--- config.mk ---
export PLATFORM = sky130hd
export DESIGN_NAME = fetch_pair_queue_flat
export DESIGN_NICKNAME = d
export VERILOG_FILES = /design/src/rtl/kl_isa_pkg.sv /design/src/rtl/fetch_pair_queue_if.sv /design/src/rtl/fetch_ring.sv /design/src/rtl/fetch_pair_queue.sv /design/src/flat_wrapper.sv
export SDC_FILE = /design/constraint.sdc
export NUM_CORES = 1
export LEC_CHECK = 0
export CORE_AREA = 4 4 140 142
export CTS_CLUSTER_DIAMETER = 100
export CTS_CLUSTER_SIZE = 8
export DETAILED_ROUTE_END_ITERATION = 16
export DIE_AREA = 0 0 144 146
export GPL_ROUTABILITY_DRIVEN = 0
export MAX_ROUTING_LAYER = met4
export PLACE_DENSITY_LB_ADDON = 0.1
export SLEW_MARGIN = 20
export SYNTH_ARGS = -nofsm -noshare
export SYNTH_HDL_FRONTEND = slang
export SYNTH_SLANG_ARGS = --single-unit
--- constraint.sdc ---
create_clock -name clk -period 5.1 [get_ports clk]
set_input_delay 1.02 -clock clk [delete_from_list [all_inputs] [get_ports clk]]
set_output_delay 1.02 -clock clk [all_outputs]
set_load 0.01 [all_outputs]
--- src/rtl/kl_isa_pkg.sv ---
// ISA-level constants and types shared by the instruction fetch path.
package kl_isa_pkg;

    localparam int          IR_W     = 16;
    localparam logic [2:0]  OPC_HALT = 3'b111;

    typedef logic [IR_W-1:0] ir_t;
    typedef logic [1:0]      issue_cnt_t;

    function automatic logic is_halt(input ir_t ir);
        return ir[IR_W-1 -: 3] == OPC_HALT;
    endfunction

endpackage

--- src/rtl/fetch_pair_queue_if.sv ---
// Fetch/issue bundle between the CPU control side (master) and the instruction queue (slave).
interface fetch_pair_queue_if
    import kl_isa_pkg::*;
#(
    parameter int ADDR_W = 9
);

    // Handshake: imem_rdata is valid exactly one cycle after imem_rd was high; p0/p1 words are
    // consumed at a rising edge by issue_cnt, which must never exceed the number of valid slots.
    logic              redirect;
    logic [ADDR_W-1:0] redirect_pc;
    logic              mem_grant;
    logic              imem_rd;
    logic [ADDR_W-1:0] imem_addr;
    ir_t               imem_rdata;
    ir_t               p0_IR_out;
    ir_t               p1_IR_out;
    logic              p0_valid;
    logic              p1_valid;
    logic [ADDR_W-1:0] p0_pc;
    logic [ADDR_W-1:0] p1_pc;
    issue_cnt_t        issue_cnt;

    modport master (
        output redirect, redirect_pc, mem_grant, imem_rdata, issue_cnt,
        input  imem_rd, imem_addr, p0_IR_out, p1_IR_out, p0_valid, p1_valid, p0_pc, p1_pc
    );

    modport slave (
        input  redirect, redirect_pc, mem_grant, imem_rdata, issue_cnt,
        output imem_rd, imem_addr, p0_IR_out, p1_IR_out, p0_valid, p1_valid, p0_pc, p1_pc
    );

endinterface

--- src/rtl/fetch_ring.sv ---
// Circular instruction buffer: one write port at tail, two read ports at head and head+1.
module fetch_ring #(
    parameter int DEPTH = 8,
    parameter int W     = 25
) (
    input  logic                     clk,
    input  logic                     reset,
    input  logic                     flush_i,
    input  logic                     push_i,
    input  logic [W-1:0]             wdata_i,
    input  logic [1:0]               pop_cnt_i,
    output logic [W-1:0]             rd0_o,
    output logic [W-1:0]             rd1_o,
    output logic [$clog2(DEPTH):0]   count_o
);

    localparam int PTR_W = $clog2(DEPTH);
    localparam int CNT_W = PTR_W + 1;

    logic [W-1:0]     mem_q [DEPTH];
    logic [PTR_W-1:0] head_q, head_d, tail_q, tail_d, head_nx;
    logic [CNT_W-1:0] count_q, count_d;

    always_comb begin
        head_d  = head_q;
        tail_d  = tail_q;
        count_d = count_q;
        if (flush_i) begin
            head_d  = tail_q;
            count_d = '0;
        end else begin
            if (push_i) begin
                tail_d = tail_q + PTR_W'(1);
            end
            head_d  = head_q + PTR_W'(pop_cnt_i);
            count_d = count_q + CNT_W'(push_i) - CNT_W'(pop_cnt_i);
        end
    end

    always_ff @(posedge clk) begin
        if (reset) begin
            head_q  <= '0;
            tail_q  <= '0;
            count_q <= '0;
        end else begin
            head_q  <= head_d;
            tail_q  <= tail_d;
            count_q <= count_d;
        end
    end

    // Storage is left unreset; the top masks unoccupied slots with the valid flags.
    always_ff @(posedge clk) begin
        if (push_i && !flush_i) begin
            mem_q[tail_q] <= wdata_i;
        end
    end

    assign head_nx = head_q + PTR_W'(1);
    assign rd0_o   = mem_q[head_q];
    assign rd1_o   = mem_q[head_nx];
    assign count_o = count_q;

endmodule

--- src/rtl/fetch_pair_queue.sv ---
// Instruction supply for the dual-issue p0/p1 decode pair: fetch, buffer in order, present oldest two.
module fetch_pair_queue
    import kl_isa_pkg::*;
#(
    parameter int DEPTH  = 8,
    parameter int ADDR_W = 9
) (
    input  logic                   clk,
    input  logic                   reset,
    fetch_pair_queue_if.slave      bus,
    output logic [$clog2(DEPTH):0] dbg_count_o
);

    localparam int PTR_W = $clog2(DEPTH);
    localparam int CNT_W = PTR_W + 1;
    localparam int ENT_W = IR_W + ADDR_W;
    localparam logic [CNT_W:0] DEPTH_C = DEPTH[CNT_W:0];

    logic [ADDR_W-1:0] fetch_pc_q, fetch_pc_d;
    logic [ADDR_W-1:0] tag_pc_q, tag_pc_d;
    logic              inflight_q, inflight_d;
    logic              halted_q, halted_d;

    logic [CNT_W-1:0]  count;
    logic [CNT_W:0]    occupancy;
    logic [ENT_W-1:0]  rd0, rd1;
    logic              push, halt_in, room, fetch;
    issue_cnt_t        pop;

    always_comb begin
        push      = inflight_q & ~bus.redirect;
        halt_in   = inflight_q & is_halt(bus.imem_rdata);
        occupancy = {1'b0, count} + {{CNT_W{1'b0}}, inflight_q};
        room      = occupancy < DEPTH_C;
        // An arriving HALT also blocks the fetch in its own cycle so nothing past it is requested.
        fetch     = ~reset & bus.mem_grant & ~halted_q & ~halt_in & ~bus.redirect & room;

        pop = bus.issue_cnt;
        if (bus.redirect) begin
            pop = '0;
        end else if ({{(CNT_W-2){1'b0}}, bus.issue_cnt} > count) begin
            pop = count[1:0];
        end

        fetch_pc_d = fetch_pc_q;
        if (bus.redirect) begin
            fetch_pc_d = bus.redirect_pc;
        end else if (fetch) begin
            fetch_pc_d = fetch_pc_q + ADDR_W'(1);
        end

        inflight_d = fetch;
        tag_pc_d   = fetch ? fetch_pc_q : tag_pc_q;
        halted_d   = bus.redirect ? 1'b0 : (halted_q | (push & halt_in));
    end

    always_ff @(posedge clk) begin
        if (reset) begin
            fetch_pc_q <= '0;
            tag_pc_q   <= '0;
            inflight_q <= 1'b0;
            halted_q   <= 1'b0;
        end else begin
            fetch_pc_q <= fetch_pc_d;
            tag_pc_q   <= tag_pc_d;
            inflight_q <= inflight_d;
            halted_q   <= halted_d;
        end
    end

    fetch_ring #(
        .DEPTH (DEPTH),
        .W     (ENT_W)
    ) u_ring (
        .clk       (clk),
        .reset     (reset),
        .flush_i   (bus.redirect),
        .push_i    (push),
        .wdata_i   ({bus.imem_rdata, tag_pc_q}),
        .pop_cnt_i (pop),
        .rd0_o     (rd0),
        .rd1_o     (rd1),
        .count_o   (count)
    );

    // Empty slots read as all-zero words, which decode as a harmless MOV R0.
    always_comb begin
        bus.imem_rd   = fetch;
        bus.imem_addr = fetch_pc_q;
        bus.p0_valid  = count != '0;
        bus.p1_valid  = count >= CNT_W'(2);
        bus.p0_IR_out = bus.p0_valid ? rd0[ENT_W-1 -: IR_W] : '0;
        bus.p1_IR_out = bus.p1_valid ? rd1[ENT_W-1 -: IR_W] : '0;
        bus.p0_pc     = bus.p0_valid ? rd0[ADDR_W-1:0] : '0;
        bus.p1_pc     = bus.p1_valid ? rd1[ADDR_W-1:0] : '0;
    end

    assign dbg_count_o = count;

    a_issue_le_count: assert property (@(posedge clk) disable iff (reset || bus.redirect)
        {{(CNT_W-2){1'b0}}, bus.issue_cnt} <= count);

endmodule

--- src/flat_wrapper.sv ---
// flat-port wrapper written by rule: the top's interface ports become plain ports
module fetch_pair_queue_flat import kl_isa_pkg::*;
#(
    parameter int DEPTH  = 8,
    parameter int ADDR_W = 9
)
  (clk, reset, dbg_count_o, bus_redirect, bus_redirect_pc, bus_mem_grant, bus_imem_rdata, bus_issue_cnt, bus_imem_rd, bus_imem_addr, bus_p0_IR_out, bus_p1_IR_out, bus_p0_valid, bus_p1_valid, bus_p0_pc, bus_p1_pc);
  fetch_pair_queue_if #(.ADDR_W(ADDR_W)) bus_i ();
  input  logic clk;
  input  logic reset;
  output logic [$clog2(DEPTH):0] dbg_count_o;
  input wire logic [$bits(bus_i.redirect)-1:0] bus_redirect;
  input wire logic [$bits(bus_i.redirect_pc)-1:0] bus_redirect_pc;
  input wire logic [$bits(bus_i.mem_grant)-1:0] bus_mem_grant;
  input wire logic [$bits(bus_i.imem_rdata)-1:0] bus_imem_rdata;
  input wire logic [$bits(bus_i.issue_cnt)-1:0] bus_issue_cnt;
  output wire logic [$bits(bus_i.imem_rd)-1:0] bus_imem_rd;
  output wire logic [$bits(bus_i.imem_addr)-1:0] bus_imem_addr;
  output wire logic [$bits(bus_i.p0_IR_out)-1:0] bus_p0_IR_out;
  output wire logic [$bits(bus_i.p1_IR_out)-1:0] bus_p1_IR_out;
  output wire logic [$bits(bus_i.p0_valid)-1:0] bus_p0_valid;
  output wire logic [$bits(bus_i.p1_valid)-1:0] bus_p1_valid;
  output wire logic [$bits(bus_i.p0_pc)-1:0] bus_p0_pc;
  output wire logic [$bits(bus_i.p1_pc)-1:0] bus_p1_pc;
  assign bus_i.redirect = bus_redirect;
  assign bus_i.redirect_pc = bus_redirect_pc;
  assign bus_i.mem_grant = bus_mem_grant;
  assign bus_i.imem_rdata = bus_imem_rdata;
  assign bus_i.issue_cnt = bus_issue_cnt;
  assign bus_imem_rd = bus_i.imem_rd;
  assign bus_imem_addr = bus_i.imem_addr;
  assign bus_p0_IR_out = bus_i.p0_IR_out;
  assign bus_p1_IR_out = bus_i.p1_IR_out;
  assign bus_p0_valid = bus_i.p0_valid;
  assign bus_p1_valid = bus_i.p1_valid;
  assign bus_p0_pc = bus_i.p0_pc;
  assign bus_p1_pc = bus_i.p1_pc;
  fetch_pair_queue #(.DEPTH(DEPTH), .ADDR_W(ADDR_W)) u_core (.clk(clk), .reset(reset), .bus(bus_i), .dbg_count_o(dbg_count_o));
endmodule
# After elaboration in Yosys (flattened, before gate mapping)
# Memory sizes are Yosys's and may differ from the RTL's. A register that Yosys moved wholly into a read port is not among the register bits.
# Cells that the tools add are included.
[word_totals]
ram_bits = 200
regBits = 30
memories = 1
wordCells = 50
[classes]
n_reduce_logical = 6
mux = 12
magnitude_cmp = 3
n_bitwise = 13
add_sub_neg = 7
n_eq_ne = 1
[memory_table]
columns = ["memory", "depth", "width", "rd", "rd_clocked_by_memory_dff", "write_ports", "line", "text"]
rows = [
  ["u_core.u_ring.mem_q", 8, 25, 2, 1, 1, "fetch_ring.sv:20", "logic [W-1:0] mem_q [DEPTH];"],
]
[op_table]
columns = ["op", "n"]
rows = [
  ["2-to-1 mux 9 bit", 4],
  ["2-to-1 mux 16 bit", 2],
  ["adder 9 x 1 -> 9 bit, second input constant", 1],
  ["AND 1 bit", 8],
  ["adder 3 x 1 -> 3 bit, second input constant", 2],
  ["2-to-1 mux 3 bit", 2],
  ["adder 4 x 1 -> 5 bit", 1],
  ["less-than comparator 5 x 4 -> 1 bit, second input constant", 1],
  ["adder 4 x 1 -> 4 bit", 1],
  [">= comparator 4 x 2 -> 1 bit, second input constant", 1],
  ["> comparator 2 x 4 -> 1 bit", 1],
  ["2-to-1 mux 2 bit", 2],
  ["inverter 1 bit", 4],
  ["nonzero test 4 bit", 1],
  ["subtractor 4 x 2 -> 4 bit", 1],
  ["adder 3 x 2 -> 3 bit", 1],
  ["equality test 3 bit, second input constant", 1],
  ["2-to-1 mux 1 bit", 2],
  ["AND reduction 2 bit", 1],
  ["nonzero test 2 bit", 1],
  ["OR reduction 2 bit", 1],
  ["logical AND 1 bit", 1],
  ["logical NOT 1 bit", 1],
  ["bitwise OR 1 bit", 1],
]

# Depth between registers and ports, before layout
# Gate-level depths: netlist (run 1).
[logic_depth]
word_depth = 8
depth_mapped = 13

# Cells and area by module
# From an unflattened synthesis (run 1), not the netlist that was laid out.
[hier_totals]
cells_unflattened = 628
hier_area_um2 = 11148.2
[by_module_without_submodules]
columns = ["mod", "area_each_um2", "n_inst", "cells_each"]
rows = [
  ["fetch_ring", 9809.4, 1, 447],
  ["fetch_pair_queue", 1338.8, 1, 181],
]

# Least setup slack after synthesis (run 1)
# Ideal clock, no wire load.
[synth_timing]
path_type = "input -> register"
from = "in bus_redirect"
to = "mem u_core.u_ring.mem_q[0][0] (enable)"
n_path_buf = 1
slack_ps = 1446
setup_ps = 438
arrival_ps = 3216
stages = 4
path_cell_list = "nor2b_1 -> clkbuf_1 -> nand2b_1 -> nor3_1"
[synth_via]
elab_chain_len = 5
elab_cells_between_ends = 6
cone_classes = "mux: 2; bitwise: 2; reduce/logical: 2"
[synth_lines]
columns = ["item", "line", "text"]
rows = [
  ["from (decl)", "flat_wrapper.sv:12", "input wire logic [$bits(bus_i.redirect)-1:0] bus_redirect;"],
  ["inverter 1 bit", "fetch_pair_queue.sv:31", "push = inflight_q & ~bus.redirect;"],
  ["AND 1 bit", "fetch_pair_queue.sv:31", ""],
  ["logical AND 1 bit (*)", "fetch_ring.sv:54", "if (push_i && !flush_i) begin"],
  ["2-to-1 mux 1 bit (*)", "fetch_ring.sv:54", ""],
  ["2-to-1 mux 1 bit (not written as such) (*)", "fetch_ring.sv:55", "mem_q[tail_q] <= wdata_i;"],
  ["to (decl)", "fetch_ring.sv:20", ""],
]
# Every way passes the cells marked *; elsewhere a longest branch is shown, timed or not.

# Worst setup path after layout (run 1)
[layout_timing]
from = "in bus_redirect"
to = "out bus_imem_rd"
[layout_via]
elab_chain_len = 3
[layout_lines]
columns = ["item", "line", "text"]
rows = [
  ["inverter 1 bit", "fetch_pair_queue.sv:36", "fetch = ~reset & bus.mem_grant & ~halted_q & ~halt_in & ~bus.redirect & room;"],
  ["AND 1 bit (2 in a row)", "fetch_pair_queue.sv:36", ""],
  ["to (decl)", "flat_wrapper.sv:17", "output wire logic [$bits(bus_i.imem_rd)-1:0] bus_imem_rd;"],
]
# Every way passes these cells.

==> results of run 1 <==
-- logic make-up (layout without fill, tap and decap cells) --
kind of cell               count (synthesis)  in the layout  synth area share, %
xor gates and xnor gates                  14             14                 1.13
and+or+nand+nor                          139            139                 5.64
buffers and inverters                     64            189                 2.50
muxes                                    138            138                 24.4
adders and majority gates                 16             16                 1.99
AOI/OAI and AO/OA                         60             60                 3.26
DFF                                      230            230                 61.1
-- synth_stat cells, drive strengths merged, types with 2 or more instances --
library cell,instances
o21ai,2
mux2i,38
a21oi,43
ha,14
and3,4
nand4,3
nor3,6
a21boi,3
dfxtp,30
nand3,5
mux4,100
nand2b,6
o21a,7
nor2b,2
edfxtp,200
fa,2
inv,21
nor2,51
nor3b,2
xor2,10
xnor2,4
nand2,54
buf,24
clkbuf,19
-- critical path: cells and delay by family --
kind	cells	cell delay, ns
AO/OA/AOI/OAI	1	0.23
AND/OR/NAND/NOR	1	0.81
buffers and inverters	2	1.27
-- sequential cells by signal, indices dropped and copies added, names as in the netlist --
signal,flops
u_core.u_ring.mem_q,200
u_core.tag_pc_q,9
u_core.inflight_q,1
u_core.u_ring.tail_q,3
u_core.bus.imem_addr,9
u_core.u_ring.count_o,4
u_core.u_ring.head_q,3
u_core.halted_q,1
-- per-stage QoR --
stage          std cells  hold WS (ns)
4_1_cts             1020         0.562
3_5_place_dp         970         0.548
6_report            1020         0.559
3_3_place_gp         970         0.549
5_1_grt             1020         0.592
2_1_floorplan        661         0.510
-- final timing paths --
kind                                          startpoint                         to  slack, ns  depth (start not counted)
worst max register to register  u_core.u_ring.count_o[1]   u_core.u_ring.count_o[2]       2.16                         13
worst min-delay path                  u_core.tag_pc_q[7]  u_core.u_ring.mem_q[3][7]       0.56                          0
worst max-delay path                        bus_redirect                bus_imem_rd       0.74                          4
worst min register to register        u_core.tag_pc_q[7]  u_core.u_ring.mem_q[3][7]       0.56                          0
-- final cells by class --
| cell class | instances | area (µm²) | share of cell area [%] |
|---|---|---|---|
| Sequential cell | 230 | 6610 | 50.5 |
| Multi-Input combinational cell | 367 | 3990 | 30.5 |
| Timing Repair Buffer | 118 | 1140 | 8.69 |
| Inverter | 21 | 78.8 | 0.602 |
| Tap cell | 234 | 293 | 2.23 |
| Clock buffer | 50 | 985 | 7.52 |
-- cell usage in the layout (no fill, tap or decap), drive strengths merged, types with 5 or more instances in the layout --
master	synthesis	final
inv	21	21
xor2	10	10
nor3	6	6
nor2	51	51
nand2b	6	6
nand2	54	54
dfxtp	30	30
buf	24	22
ha	14	14
clkdlybuf4s50	0	96
o21a	7	7
mux4	100	100
a21oi	43	43
edfxtp	200	200
mux2i	38	38
nand3	5	5
clkbuf	19	50
-- power by group --
group | internal (mW) | switching, mW
logic | 0.455 | 0.442
registers | 2.06 | 0.0275
clock network | 1.31 | 0.718
-- per-layer routing --
metal | track usage (%) | vias up | part of all wire (%)
li1 | - | 2826 | -
met1 | 33.7 | 3320 | 40
met2 | 39.5 | 288 | 51
met3 | 4.40 | 35 | 7.0
met4 | 5.98 | 0 | 1.6
met5 | - | - | 0
==> flow_summary_export.csv, run 1 <==
group,metric,value,unit
detailed_routing,drcViolationCount,0,
finish,design_area,13100,µm²
detailed_routing,first_pass_iters,5,
synth,synth-main-ff-cell,"edfxtp_1",
clock_network,cts_max_level,2,
detailed_routing,vias,6469,
place,place_area,12100,µm²
clock_network,clk-insertion-delay-late,0.49,ns
clock_network,cts.path.max_buffers,3,
power,irDropWorstVdd,0.212,mV
timing,slew-limit-headroom,45.9,%
clock_network,cts-root-buf,"clkbuf_16",
synth,synth_edf_count,200,
finish,final_util,71.0,%
power,p_leak,4.30,nW
synth,synth_area,10800,µm²
clock_network,postCtsHoldBufs,0,
floorplan,fp.dieH,146,µm
finish,diodes,0,
clock_network,post_cts_resize_count,0,
timing,worst_pin_slew,0.811,ns
clock_network,postCtsSetupBuffers,0,
clock_network,cts.sinks,230,
detailed_routing,wl_per_cell,24.1,µm
clock_network,numCtsBuffers,34,
global_routing,grt_pass1_wl,38500,µm
setup_path,crit_fanout,19,
power,finalPower,5.02,mW
timing,hold_violations,0,
global_routing,grt_pass1_vias,6825,
global_routing,grt_start_max_net_pins,102,
synth,ys_async_sr_fraction,0,%
run,maxCapViolCount,0,
global_routing,grt_overflow,0,
outcome,status,"completed",
finish,area_growth,21.2,%
timing,fin_crit,4.36,ns
synth,synthCells,661,
synth,ys_top_cells_by_area,"edfxtp_1, mux4_2, dfxtp_1",
setup_path,max_stage_delay,0.81,ns
floorplan,io_pins,97,
detailed_routing,routed_wl,24500,µm
synth,synth_seq_cells,230,
timing,rsz0062_at_grt,"no",
place,dp_slack,0.770,ns
setup_path,startpoint_type,"input port",
timing,fin_crit_sh,85.5,%
floorplan,dieArea,21000,µm²
setup_path,cpMostUsedCell,"clkdlybuf4s50_1",
synth,synth_nets,708,
finish,layout.nets,819,
setup_path,worstPathCellList,"clkdlybuf4s50_1 -> or4b_1 -> a21boi_4 -> clkdlybuf4s50_1",
detailed_routing,drtAntennaViolNets,0,
synth,synth.avg_cell_area,16.4,µm²
detailed_routing,avgViaCountPerCell,6.34,
floorplan,core_area,18500,µm²
detailed_routing,drtIter0Drc,404,
timing,setup_tns,0,ns
global_routing,grt_use_total,24.7,%
worst_hold_path,hp-class,"reg2reg",
floorplan,initial_core_util,58.6,%
clock_network,cts_tree,"built",
setup_path,critPathKind,"in2out",
power,power_density,383,nW/µm²
finish,drive_above_1_share,22.6,%
setup_path,worstPathArrival,3.34,ns
setup_path,crit_required,4.08,ns
timing,finalSetupViolations,0,
timing,clock_skew,0.0159,ns
synth,synthDistinctLibCells,40,
finish,fillCellCount,1158,
floorplan,die_x,144,µm
global_routing,antenna_found_initial,0,
synth,yosysSeqAreaShare,61.1,%
timing,fmax,0.229,GHz
place,portBuffers,96,
setup_path,cp_slowest_cell,"or4b_1",
clock_network,clkTransAtPathRegs,0.05,ns
timing,drv_slew,0,
synth,synth_top_area_share,55.6,%
synth,ys_warn_count,0,
synth,synth_top_cell_by_area,"edfxtp_1",
setup_path,critPathCaptureType,"output pin",
floorplan,rows,50,
place,dp_hpwl,14000,µm
timing,worst_slack,0.740,ns
Note: power is estimated with default switching activity, not from simulation.
==> run 2: changes to the inputs <==
--- a/config.mk
+++ b/config.mk
@@ -10,6 +10,7 @@
 export CTS_CLUSTER_SIZE = 8
 export DETAILED_ROUTE_END_ITERATION = 16
 export DIE_AREA = 0 0 144 146
+export DONT_BUFFER_PORTS = 1
 export GPL_ROUTABILITY_DRIVEN = 0
 export MAX_ROUTING_LAYER = met4
 export PLACE_DENSITY_LB_ADDON = 0.1
==> run 2 against run 1 <==
- die area unchanged
- first-iteration DRC count grew 18%
- count of clock-buffer cells in the layout stayed put
- combinational power decreased by 27%
- cell count fell by 9.7%
- non-clock buffer count is 99 lower
- design area down 7.2%
- sequential cell count unchanged
- sequential power about the same
- core utilization down 5.1 points
- critical path depth is 1 higher
- total power decreased by 4.3%
==> flow_summary_export.csv, run 2 (synthesis gave the netlist of run 1 again) <==
group,metric,value,unit
outcome,status,"completed",
clock_network,numCtsBuffers,34,
global_routing,antenna_found_initial,0,
timing,setup_tns,0,ns
clock_network,clk-insertion-delay-late,0.49,ns
clock_network,cts_max_level,2,
setup_path,crit_required,4.08,ns
power,power_density,395,nW/µm²
detailed_routing,first_pass_iters,5,
setup_path,startpoint_type,"flip-flop",
power,finalPower,4.80,mW
finish,multi_input_area,4000,µm²
timing,slew-limit-headroom,37.0,%
global_routing,grt_pass1_vias,6503,
detailed_routing,wl_per_cell,26.2,µm
setup_path,crit_fanout,36,
detailed_routing,avgViaCountPerCell,6.71,
clock_network,postCtsHoldBufs,0,
finish,instances_no_fill,921,
timing,hold_violations,0,
floorplan,core_area,18500,µm²
finish,regArea,6610,µm²
global_routing,grt_use_total,24.3,%
clock_network,postCtsSetupBuffers,0,
floorplan,rows,50,
floorplan,initial_core_util,58.6,%
floorplan,fp.dieH,146,µm
timing,hold_ws,0.557,ns
place,placed_cells,869,
clock_network,cts_tree,"built",
power,p_leak,3.95,nW
global_routing,grt_start_max_net_pins,52,
finish,largest_register_ffs,200,
clock_network,cts.path.max_buffers,3,
global_routing,grt_pass1_wl,37500,µm
clock_network,cts.sinks,230,
floorplan,dieArea,21000,µm²
power,irDropWorstVdd,0.237,mV
run,maxCapViolCount,0,
clock_network,clkTransAtPathRegs,0.05,ns
setup_path,worstPathArrival,2.89,ns
floorplan,die_x,144,µm
setup_path,critPathCaptureType,"output pin",
floorplan,io_pins,97,
finish,layout.nets,720,
finish,layout_common_cells,"edfxtp_1, mux4_2, nand2_1",
timing,drv_slew,0,
finish,drive_above_1_share,25.5,%
detailed_routing,vias,6180,
global_routing,grt_overflow,0,
detailed_routing,drtAntennaViolNets,0,
timing,rsz0062_at_grt,"no",
detailed_routing,routed_wl,24100,µm
setup_path,reg2reg_slack,2.05,ns
finish,top_register,"u_core.u_ring.mem_q",
timing,worst_pin_slew,0.944,ns
clock_network,post_cts_resize_count,0,
finish,diodes,0,
finish,design_area,12200,µm²
timing,fin_crit_sh,76.8,%
place,place_area,11100,µm²
detailed_routing,drtIter0Drc,477,
finish,area_growth,12.4,%
place,portBuffers,0,
timing,finalSetupViolations,0,
clock_network,cts-root-buf,"clkbuf_16",
worst_hold_path,hp-class,"reg2reg",
finish,fillCellCount,1266,
detailed_routing,drcViolationCount,0,
place,dp_hpwl,14600,µm
timing,fin_crit,3.91,ns
setup_path,critPathKind,"reg2out",
timing,clock_skew,0.0154,ns
finish,final_common_cell,"edfxtp_1",
timing,fmax,0.255,GHz
[run 2: changes by cell type in the layout (fill, tap and decap cells not counted), sizes merged]
cell and delta:
buf -3, clkdlybuf4s50 -96
[run 2: path summary, 6_finish.rpt]
path,cells past startpoint,from,endpoint
worst max-delay path,5,u_core.u_ring.head_q[0],bus_p1_IR_out[4]
worst min-delay path,0,u_core.tag_pc_q[3],u_core.u_ring.mem_q[6][3]
worst max register to register,13,u_core.u_ring.count_o[1],u_core.u_ring.count_o[2]
worst min register to register,0,u_core.tag_pc_q[3],u_core.u_ring.mem_q[6][3]
[run 2: power by group]
part / switching, mW / internal [mW] / total (mW)
sequential: 0.0437 / 2.06 / 2.11
combinational: 0.379 / 0.273 / 0.651
clock: 0.732 / 1.31 / 2.04
total: 1.15 / 3.65 / 4.80
[run 2: layout make-up]
cell class              count  share of cell area [%]
inverters                  21                   0.649
clock buffers              50                    8.10
repair buffers             19                    1.50
multi-input cells         367                    32.9
well taps                 234                    2.41
flip-flops and latches    230                    54.4
[run 2: critical path, cell delays in order, from the launching register on]
cell	delay, ns
dfxtp_4	0.72
ha_4	0.25
xor2_2	0.57
buf_4	0.39
nand2_1	0.08
a21oi_1	0.36
[run 2: layer usage]
layer  vias up  wire (µm)  share of wire, %  track usage [%]
met2       245      12500                52             40.0
met5         -          0                 0                -
met4         0        394               1.6             5.60
li1       2628          -                 -                -
met1      3268       9280                38             31.5
met3        39       1940               8.1             5.23
[run 2: metrics by stage]
| stage | worst slack [ns] | util [%] |
|---|---|---|
| 6_report | 1.19 | 65.9 |
| 5_1_grt | 0.950 | 65.9 |
| 4_1_cts | 0.970 | 65.6 |
| 3_5_place_dp | 1.49 | 60.2 |
| 3_3_place_gp | 1.49 | 60.2 |
| 2_1_floorplan | 1.45 | - |
